==> config.mk <==
export PLATFORM = sky130hd
export DESIGN_NAME = key_action
export DESIGN_NICKNAME = d
export VERILOG_FILES = /design/src/rtl/key_action.sv
export SDC_FILE = /design/constraint.sdc
export NUM_CORES = 1
export LEC_CHECK = 0
export BUFFER_PORTS_ARGS = -buffer_cell sky130_fd_sc_hd__clkbuf_2
export CAP_MARGIN = 25
export CORE_AREA = 2 2 47 49
export DETAILED_ROUTE_END_ITERATION = 8
export DIE_AREA = 0 0 49 51
export HOLD_SLACK_MARGIN = 0.05
export PLACE_DENSITY = 0.76
export SYNTH_ARGS = -nofsm -noshare
export SYNTH_HDL_FRONTEND = slang
export SYNTH_SLANG_ARGS = --single-unit
export TNS_END_PERCENT = 20
==> constraint.sdc <==
create_clock -name clk -period 2.4 [get_ports clk]
set_input_delay 0.6 -clock clk [delete_from_list [all_inputs] [get_ports clk]]
set_output_delay 0.6 -clock clk [all_outputs]
set_load 0.01 [all_outputs]
==> src/rtl/key_action.sv <==
// key_action: turns keyboard key levels into frame-aligned movement, jump and
// restart actions for the player physics update.
module key_action #(
  parameter int MAX_HOLD  = 8,
  parameter int JUMPS_MAX = 2
) (
  input  logic                           clk,
  input  logic                           rst_n,
  input  logic [3:0]                     keys,
  input  logic                           frame_tick,
  input  logic                           on_ground,
  output logic                           move_left,
  output logic                           move_right,
  output logic                           jump_start,
  output logic                           jump_hold,
  output logic                           restart,
  output logic [$clog2(JUMPS_MAX+1)-1:0] jumps_left
);

  localparam int JL_W = $clog2(JUMPS_MAX + 1);
  localparam int HC_W = $clog2(MAX_HOLD + 1);
  localparam logic [JL_W-1:0] JUMPS_FULL = JL_W'(JUMPS_MAX);
  localparam logic [HC_W-1:0] HOLD_LIMIT = HC_W'(MAX_HOLD);

  localparam int KEY_R = 3;
  localparam int KEY_A = 2;
  localparam int KEY_D = 1;
  localparam int KEY_W = 0;

  typedef enum logic {
    IDLE,
    HOLD
  } jump_state_t;

  logic [3:0]      keys_meta;
  logic [3:0]      keys_sync;
  logic [3:0]      keys_prev;
  logic [3:0]      key_rise;
  logic            w_pend;
  logic            r_pend;
  logic            last_dir_right;
  logic            dir_right_now;
  logic            w_now;
  logic            r_now;
  logic [JL_W-1:0] eff_jumps;
  logic            jump_ok;

  jump_state_t     state;
  jump_state_t     state_nxt;
  logic [HC_W-1:0] hold_cnt;
  logic [HC_W-1:0] hold_cnt_nxt;
  logic            move_left_nxt;
  logic            move_right_nxt;
  logic            jump_start_nxt;
  logic            jump_hold_nxt;
  logic            restart_nxt;
  logic [JL_W-1:0] jumps_left_nxt;

  // Edges seen on the tick cycle itself are folded in here so they are consumed by that tick.
  always_comb begin
    key_rise = keys_sync & ~keys_prev;
    w_now    = w_pend | key_rise[KEY_W];
    r_now    = r_pend | key_rise[KEY_R];
    if (key_rise[KEY_D]) begin
      dir_right_now = 1'b1;
    end else if (key_rise[KEY_A]) begin
      dir_right_now = 1'b0;
    end else begin
      dir_right_now = last_dir_right;
    end
    eff_jumps = on_ground ? JUMPS_FULL : jumps_left;
    jump_ok   = w_now && (eff_jumps != '0);
  end

  always_ff @(posedge clk or negedge rst_n) begin
    if (!rst_n) begin
      keys_meta      <= '0;
      keys_sync      <= '0;
      keys_prev      <= '0;
      w_pend         <= 1'b0;
      r_pend         <= 1'b0;
      last_dir_right <= 1'b0;
    end else begin
      keys_meta      <= keys;
      keys_sync      <= keys_meta;
      keys_prev      <= keys_sync;
      last_dir_right <= dir_right_now;
      if (frame_tick) begin
        w_pend <= 1'b0;
        r_pend <= 1'b0;
      end else begin
        if (key_rise[KEY_W]) w_pend <= 1'b1;
        if (key_rise[KEY_R]) r_pend <= 1'b1;
      end
    end
  end

  always_comb begin
    state_nxt      = state;
    hold_cnt_nxt   = hold_cnt;
    move_left_nxt  = move_left;
    move_right_nxt = move_right;
    jump_start_nxt = 1'b0;
    jump_hold_nxt  = jump_hold;
    restart_nxt    = 1'b0;
    jumps_left_nxt = jumps_left;

    if (frame_tick) begin
      unique case ({keys_sync[KEY_A], keys_sync[KEY_D]})
        2'b10: begin
          move_left_nxt  = 1'b1;
          move_right_nxt = 1'b0;
        end
        2'b01: begin
          move_left_nxt  = 1'b0;
          move_right_nxt = 1'b1;
        end
        2'b11: begin
          move_left_nxt  = ~dir_right_now;
          move_right_nxt = dir_right_now;
        end
        default: begin
          move_left_nxt  = 1'b0;
          move_right_nxt = 1'b0;
        end
      endcase

      // Restart wins over any pending jump press in the same frame.
      if (r_now) begin
        restart_nxt    = 1'b1;
        state_nxt      = IDLE;
        hold_cnt_nxt   = '0;
        jump_hold_nxt  = 1'b0;
        jumps_left_nxt = JUMPS_FULL;
      end else if (jump_ok) begin
        jump_start_nxt = 1'b1;
        jumps_left_nxt = eff_jumps - JL_W'(1);
        state_nxt      = HOLD;
        hold_cnt_nxt   = HC_W'(1);
        jump_hold_nxt  = 1'b1;
      end else begin
        jumps_left_nxt = eff_jumps;
        unique case (state)
          HOLD: begin
            if (!keys_sync[KEY_W] || (hold_cnt == HOLD_LIMIT)) begin
              state_nxt     = IDLE;
              jump_hold_nxt = 1'b0;
            end else begin
              hold_cnt_nxt = hold_cnt + HC_W'(1);
            end
          end
          default: begin
            jump_hold_nxt = 1'b0;
          end
        endcase
      end
    end
  end

  always_ff @(posedge clk or negedge rst_n) begin
    if (!rst_n) begin
      state      <= IDLE;
      hold_cnt   <= '0;
      move_left  <= 1'b0;
      move_right <= 1'b0;
      jump_start <= 1'b0;
      jump_hold  <= 1'b0;
      restart    <= 1'b0;
      jumps_left <= JUMPS_FULL;
    end else begin
      state      <= state_nxt;
      hold_cnt   <= hold_cnt_nxt;
      move_left  <= move_left_nxt;
      move_right <= move_right_nxt;
      jump_start <= jump_start_nxt;
      jump_hold  <= jump_hold_nxt;
      restart    <= restart_nxt;
      jumps_left <= jumps_left_nxt;
    end
  end

endmodule

==> out/qor_table.md, run 1 <==
| Parameter | This run | Unit |
|---|---|---|
| Drt initial violations | 23 | - |
| Start-to-end type of the worst setup path | reg -> reg | - |
| Final weighted congestion in routability-driven placement | 0.850 | - |
| Met3 Wirelength | 67 | um |
| Number of gates given a new drive strength after cts | 0 | - |
| Layout cell share with drive strength beyond 1 | 20.7 | % |
| Share of the clock period used by the worst path | 68.8 | % |
| Post-detailed-route via-to-cell ratio | 5.41 | - |
| Hold crit path type | in -> async | - |
| Unique cell type count in the Yosys netlist | 32 | - |
| DRC viols | 0 | - |
| Kind of capture point of the worst setup path | flop | - |
| Post-synthesis net count | 106 | - |
| Diode count | 0 | - |
| Total Routed Length | 1810 | um |
| DR pass1 iterations | 5 | - |
| Dominant cell type by area after synthesis | dfrtp_1 | - |
| Clock network latency to the later pin of the worst-skew pair | 0.33 | ns |
| Setup violators final | 0 | - |
| Xor and xnor fraction of the mapped netlist area | 0.813 | % |
| Routed via count | 752 | - |
| Post-synthesis share of cell area spent on full adders, half adders and majority gates | 3.48 | % |
| Critical Path, Cell by Cell | nor2_1 > ha_1 > a21oi_1 > nor3b_1 > a22o_1 | - |
| Number of post-CTS setup repair buffers | 0 | - |
| Routed wirelength normalized by instance count | 13.1 | um |
| RSZ-0062 raised after global routing | false | - |
| Count of port buffers added during placement | 14 | - |
| Number of levels in the clock H-tree | 1 | - |
| Worst-path maximum fanout | 6 | - |
| Crit path largest cell delay | 0.56 | ns |
| Pin count of the biggest net entering global routing | 28 | - |
| Area delta synth->final | 12.0 | % |
| Root buffer cell | clkbuf_4 | - |
| Number of buffers on the longest clock path | 2 | - |
| Slew at the pin closest to its max-slew limit | 0.634 | ns |
| Max rail drop VDD | 0.483 | mV |
| Hold buffers post-CTS | 0 | - |
| Core box area | 0.00206 | mm^2 |
| Die Area | 0.00250 | mm^2 |
| Wire length of the first global-routing pass | 3130 | um |
| Wire length on met2 | 886 | um |
| Detailed-placement wirelength estimate | 1280 | um |
| Final TNS setup | 0 | ns |
| Share of the synthesized area in compound gates (AO/OA/AOI/OAI) | 14.5 | % |
| Cells taking the most area after synthesis | dfrtp_1 (60%), inv_1 (4.2%), ha_1 (3.5%) | - |
| Highest signal layer in the routed design | met4 | - |
| Max-cap violations | 0 | - |
| Worst setup skew after layout | 0.00918 | ns |
| Clock tree from TritonCTS | yes | - |
| Count of synthesis-stage warnings from yosys | 0 | - |
| Die boundary width | 49 | um |
| Post-layout net count | 123 | - |
| Final hold viol count | 0 | - |
| Post-detailed-route count of antenna-violating nets | 0 | - |
| Area of the mapped netlist | 0.00108 | mm^2 |
| Portion of the post-synthesis area used by sequential elements | 62.8 | % |
| Max-slew violation total from the final report | 0 | - |
| Crit-path slowest cell | dfstp_2 | - |
| Remaining max-slew budget at the tightest pin | 57.7 | % |
| Max Clock Freq | 0.606 | GHz |
| Data arrival time of the critical path | 1.89 | ns |
| Simple-gate area share of the yosys netlist | 12.4 | % |
| Area fraction of the dominant cell type after synthesis | 60.4 | % |
| Starting density of the core | 52.2 | % |
| Multiplexer area fraction after synthesis | 1.05 | % |
| Leakage | 0.582 | nW |
| Combinational family with the most area after synthesis | compound AO/OA/AOI/OAI gates | - |
| Yosys reg bits | 27 | - |
| Clock edge transition at the registers on the reported setup and hold paths | 0.15 | ns |
| Count of placed standard cells including taps | 135 | - |
| Met1 Routed Length | 822 | um |
| GRT Overall Usage | 16.8 | % |
| Cell row count | 17 | - |
| Vias in the first global route | 756 | - |
| Vert. Die Dim | 51 | um |
| Cells after synthesis | 95 | - |
| Top Ports | 15 | - |
| Antenna violations before repair | 0 | - |
| Total number of clock tree sinks | 27 | - |
| Final non-filler cell total | 139 | - |
| Outcome | finished clean | - |
| Overflow left after global routing | 0 | - |
| CP required | 2.64 | ns |
| Power density cells | 724 | mW/mm^2 |
| Syn avg cell area | 11.3 | um^2 |
| Number of clock buffers inserted by TritonCTS | 3 | - |
| Startpoint type of the worst setup path | flop | - |
| Shortest clock period the worst path allows after layout | 1.65 | ns |
==> metal layers <==
metal	GRT usage (%)	up-vias
li1	-	360
met1	19.0	365
met2	30.8	22
met3	2.63	5
met4	8.57	0
met5	0	-
==> through the flow <==
stage / setup WS (ns) / total power, mW / hold WS, ns / cell area (um^2) / utilization, %
2_1_floorplan: 0.760 / 0.618 / 0.304 / 1080 / -
5_1_grt: 0.682 / 0.929 / 0.283 / 1210 / 58.5
3_5_place_dp: 0.476 / 0.675 / 0.337 / 1170 / 56.9
3_3_place_gp: 0.582 / 0.666 / 0.333 / 1170 / 56.9
6_report: 0.749 / 0.874 / 0.252 / 1210 / 58.5
4_1_cts: 0.755 / 0.879 / 0.282 / 1210 / 58.5
==> area by class of cell <==
class                   count  area [um^2]
well taps                  28         35.0
multi-input cells          54          348
clock inverters             1         8.76
inverters                  12         45.0
flip-flops and latches     27          677
repair buffers             14         70.1
clock buffers               3         22.5
fillers                   179          857
==> state kept, by name, indices dropped and copies added, names as in the netlist, 2 cells and up <==
name        count
keys_sync       4
keys_meta       4
hold_cnt        4
keys_prev       4
jumps_left      2
==> final timing paths <==
check	startpoint	end	slack, ns	cells after the start
worst max-delay path	jumps_left[1]$_DFFE_PN1P_	hold_cnt[1]$_DFFE_PN0P_	0.75	5
worst min-delay path	rst_n	keys_prev[0]$_DFF_PN0_	0.25	1
worst max register to register	jumps_left[1]$_DFFE_PN1P_	hold_cnt[1]$_DFFE_PN0P_	0.75	5
worst min register to register	keys_meta[3]$_DFF_PN0_	keys_sync[3]$_DFF_PN0_	0.37	0
max in group asynchronous	rst_n	state$_DFFE_PN0P_	1.74	1
min in group clk	keys[3]	keys_meta[3]$_DFF_PN0_	0.35	1
==> cell families after synthesis <==
family          Yosys count
xor+xnor                  1
buf+inv                  14
compound gates           23
mux                       1
fa+ha+maj                 3
flops                    27
simple gates             26
==> power by group <==
| group | switching (mW) | internal (mW) | leakage [nW] |
|---|---|---|---|
| clock | 0.141 | 0.0681 | 0.0183 |
| sequential | 0.0252 | 0.498 | 0.332 |
| combinational | 0.0845 | 0.0567 | 0.232 |
==> worst max-delay path, delay by kind of cell (launching register included) <==
kind | cells | cell delay [ns]
flops | 1 | 0.56
fa+ha+maj | 1 | 0.19
compound gates | 2 | 0.63
simple gates | 2 | 0.19
==> cells in the mapped netlist <==
cell type / count
a211oi_1: 1
a21o_1: 2
a21oi_1: 3
a22o_1: 1
a22oi_1: 1
a31o_2: 1
a41oi_1: 1
and2_1: 1
and3_1: 1
and3b_2: 1
clkbuf_1: 2
dfrtp_1: 26
dfstp_2: 1
ha_1: 3
inv_1: 12
mux2_2: 1
nand2_1: 8
nand2b_1: 2
nand3_1: 1
nand4_1: 1
nor2_1: 7
nor3_1: 1
nor3b_1: 1
o211ai_1: 1
o21a_1: 1
o21ai_0: 5
o221ai_1: 2
o22ai_1: 2
o31ai_1: 2
or4_1: 1
or4_4: 1
xnor2_1: 1
==> cells in the final DEF, fill, tap and decap left out, types with 2 or more instances in the layout <==
| cell | Yosys | final |
|---|---|---|
| nand2_1 | 8 | 8 |
| clkbuf_2 | 0 | 14 |
| o22ai_1 | 2 | 2 |
| o221ai_1 | 2 | 2 |
| nor2_1 | 7 | 7 |
| a21oi_1 | 3 | 3 |
| o31ai_1 | 2 | 2 |
| nand2b_1 | 2 | 2 |
| clkbuf_4 | 0 | 3 |
| a21o_1 | 2 | 2 |
| o21ai_0 | 5 | 5 |
| dfrtp_1 | 26 | 26 |
| ha_1 | 3 | 3 |
| inv_1 | 12 | 12 |
(Power assumes the default switching activity.)
==> inputs of run 2 (changes only) <==
- CORE_AREA: 2 2 47 49 -> 2 2 50 52
- DIE_AREA: 0 0 49 51 -> 0 0 52 54
- PLACE_DENSITY: 0.76 -> 0.71
- clock period: 2.4 -> 1.5 ns (I/O delays scaled with it)
==> out/qor_table.md, run 2 (synthesized netlist as in run 1, its figures left out) <==
| Parameter | This run | Unit | vs previous |
|---|---|---|---|
| Outcome | finished, violations left | - |  |
| Violations in the final reports | setup timing | - |  |
| Startpoint type of the worst setup path | flop | - |  |
| Max-cap violations | 0 | - | unchanged |
| Max-slew violation total from the final report | 0 | - | unchanged |
| Most Frequent Cell on Critical Path | or4_4 | - |  |
| Path depth of the worst reg2reg path | 4 | - | -1 |
| Min-Delay Endpoint | keys_meta[3]$_DFF_PN0_ | - |  |
| Number of levels in the clock H-tree | 1 | - | unchanged |
| Max Clock Freq | 0.628 | GHz | +3.6% |
| Kind of capture point of the worst setup path | flop | - |  |
| Area after DPL | 0.00123 | mm^2 | +4.7% |
| Setup violators final | 1 | - | +1 |
| Met2 demand-to-capacity share in global routing | 28.9 | % | -1.9 points |
| Hold crit path type | in -> reg | - |  |
| Critical Path, Cell by Cell | inv_2 > or4_4 > or4_4 > o221ai_2 | - |  |
| Remaining max-slew budget at the tightest pin | 56.7 | % | -1.1 points |
| Most common cell after layout, fill and taps aside | dfrtp_1 | - |  |
| Number of buffers and inverters on the critical path | 1 | - | +1 |
| Slew at the pin closest to its max-slew limit | 0.650 | ns | +0.0158 ns |
| Fin area | 0.00137 | mm^2 | +13% |
| Count of placed standard cells including taps | 144 | - | +6.7% |
| Final non-filler cell total | 154 | - | +11% |
| Largest delay share family, worst path | simple AND/OR/NAND/NOR gates | - |  |
| Worst hold stages | 1 | - |  |
| Total number of clock tree sinks | 27 | - | unchanged |
| Post-route core utilization | 58.8 | % | +0.39 points |
| Global-route met1 utilization | 20.3 | % | +1.2 points |
| Data arrival time of the critical path | 1.85 | ns | -0.04 ns |
| Starting density of the core | 46.4 | % | -5.8 points |
| Layout cell share with drive strength beyond 1 | 37.9 | % | +17 points |
| Pre-CTS worst setup slack | -0.145 | ns | -0.621 ns |
| Critical R2R Launch | hold_cnt[0]$_DFFE_PN0P_ | - |  |
| Post-detailed-route count of antenna-violating nets | 0 | - | unchanged |
| Top Ports | 15 | - | unchanged |
| Detailed-placement wirelength estimate | 1390 | um | +8.5% |
| Pin count of the biggest net entering global routing | 28 | - | unchanged |
| Total Routed Length | 2160 | um | +19% |
| Start-to-end type of the worst setup path | reg -> reg | - |  |
| DRC viols | 0 | - | unchanged |
| Peak-usage layer in the global routing report | met2 | - |  |
| Hold Crit Start | keys[3] | - |  |
| Post-detailed-route via-to-cell ratio | 5.16 | - | -4.6% |
| Overflow left after global routing | 0 | - | unchanged |
| Clock tree from TritonCTS | yes | - |  |
| GRT Overall Usage | 17.4 | % | +0.65 points |
| Core box area | 0.00232 | mm^2 | +12% |
| Commonest non-fill, non-tap cells in the layout | dfrtp_1 (26), clkbuf_2 (13), buf_4 (12) | - |  |
| Shortest clock period the worst path allows after layout | 1.59 | ns | -0.0574 ns |
| Number of buffers on the longest clock path | 2 | - | unchanged |
| Vias in the first global route | 812 | - | +7.4% |
| Crit-path slowest cell | or4_4 | - |  |
| Worst-path maximum fanout | 3 | - | -3 |
| Worst setup skew after layout | 0.0134 | ns | +0.00422 ns |
| Antenna violations before repair | 0 | - | unchanged |
| CP required | 1.76 | ns | -0.88 ns |
| Routed via count | 795 | - | +5.7% |
| R2R Setup Slk | -0.09 | ns | -0.84 ns |
| Wire length of the first global-routing pass | 3460 | um | +11% |
| Reg-to-Reg End | hold_cnt[3]$_DFFE_PN0P_ | - |  |
| Number of clock buffers inserted by TritonCTS | 3 | - | unchanged |
| Crit path largest cell delay | 0.54 | ns | -0.02 ns |
| Die Area | 0.00281 | mm^2 | +12% |
| Share of the clock period used by the worst path | 106 | % | +37 points |
| Drt initial violations | 5 | - | -78% |
| RSZ-0062 raised after global routing | true | - |  |
| Final hold viol count | 0 | - | unchanged |
| Clock network latency to the later pin of the worst-skew pair | 0.34 | ns | about the same |
| Final weighted congestion in routability-driven placement | 0.844 | - | -0.66% |
| Final Total Pwr | 1.48 | mW | +70% |
| Count of port buffers added during placement | 14 | - | unchanged |
| Vert. Die Dim | 54 | um | +5.9% |
| Diode count | 0 | - | unchanged |
| Max rail drop VDD | 0.754 | mV | +56% |
| Area delta synth->final | 26.7 | % |  |
| Routed wirelength normalized by instance count | 14.0 | um | +7.4% |
| Root buffer cell | clkbuf_4 | - |  |
| Final TNS setup | -0.0936 | ns | -0.0936 ns |
| Leakage | 0.648 | nW | +11% |
| DR pass1 iterations | 4 | - | -1 |
| Power density cells | 1090 | mW/mm^2 | +50% |
| Final Worst Setup Slack | -0.0936 | ns | -0.843 ns |
| Hold WS | 0.126 | ns | -0.126 ns |
| Cell row count | 18 | - | +1 |
| Die boundary width | 52 | um | +6.1% |
| Met3 track demand over resource in global routing | 3.61 | % | +0.98 points |
| Post-layout net count | 136 | - | +11% |
| Clock edge transition at the registers on the reported setup and hold paths | 0.15 | ns | about the same |
[run 2: cell types whose count changed in the layout (fill, tap and decap cells not counted), sizes merged]
cell / before / now
buf: 0 / 13
dlygate4sd3: 0 / 1
clkbuf: 17 / 16
clkinvlp: 0 / 1
inv: 13 / 12
[run 2: cell type report]
cell class              count  area (um^2)
flip-flops and latches     27          677
repair buffers             27          176
clock inverters             1         7.51
inverters                  12         45.0
clock buffers               3         22.5
well taps                  30         37.5
multi-input cells          54          399
fillers                   203          955
[run 2: where the power goes]
group	switching [mW]	leakage, nW	internal (mW)
Clock	0.222	0.0139	0.102
Sequential	0.0418	0.332	0.797
Combinational	0.166	0.302	0.155
[run 2: worst register-to-register path, cell delays in order, from the launching register on]
cell	delay, ns
dfrtp_1	0.41
inv_2	0.07
or4_4	0.54
or4_4	0.43
o221ai_2	0.07
[run 2: how the worst max path moves through the flow]
| stage | depth (start not counted) | endpoint | from | slack (ns) |
|---|---|---|---|---|
| after floorplan | 4 | hold_cnt[3]$_DFFE_PN0P_ | hold_cnt[0]$_DFFE_PN0P_ | 0.02 |
| after global placement | 6 | hold_cnt[3]$_DFFE_PN0P_ | on_ground | -0.08 |
| after detailed placement | 6 | hold_cnt[1]$_DFFE_PN0P_ | on_ground | -0.15 |
| after CTS | 4 | hold_cnt[3]$_DFFE_PN0P_ | hold_cnt[0]$_DFFE_PN0P_ | -0.05 |
| after global routing | 4 | hold_cnt[3]$_DFFE_PN0P_ | hold_cnt[0]$_DFFE_PN0P_ | -0.15 |
| final | 4 | hold_cnt[3]$_DFFE_PN0P_ | hold_cnt[0]$_DFFE_PN0P_ | -0.09 |
[run 2: metal layers]
metal,part of all wire [%],wire [um],vias up
met5,0,0,-
met3,2.9,63,7
met1,43,930,386
met4,3.0,65,0
li1,-,-,385
met2,51,1100,17
[run 2: what timing repair did]
action | CTS | global route
setup endpoints to repair | 5 | 8
pin swaps | 1 | 3
hold buffers | 1 | 0
buffers inserted | 3 | 2
gates resized for setup | 4 | 11
endpoints found under the hold margin | 15 | 0
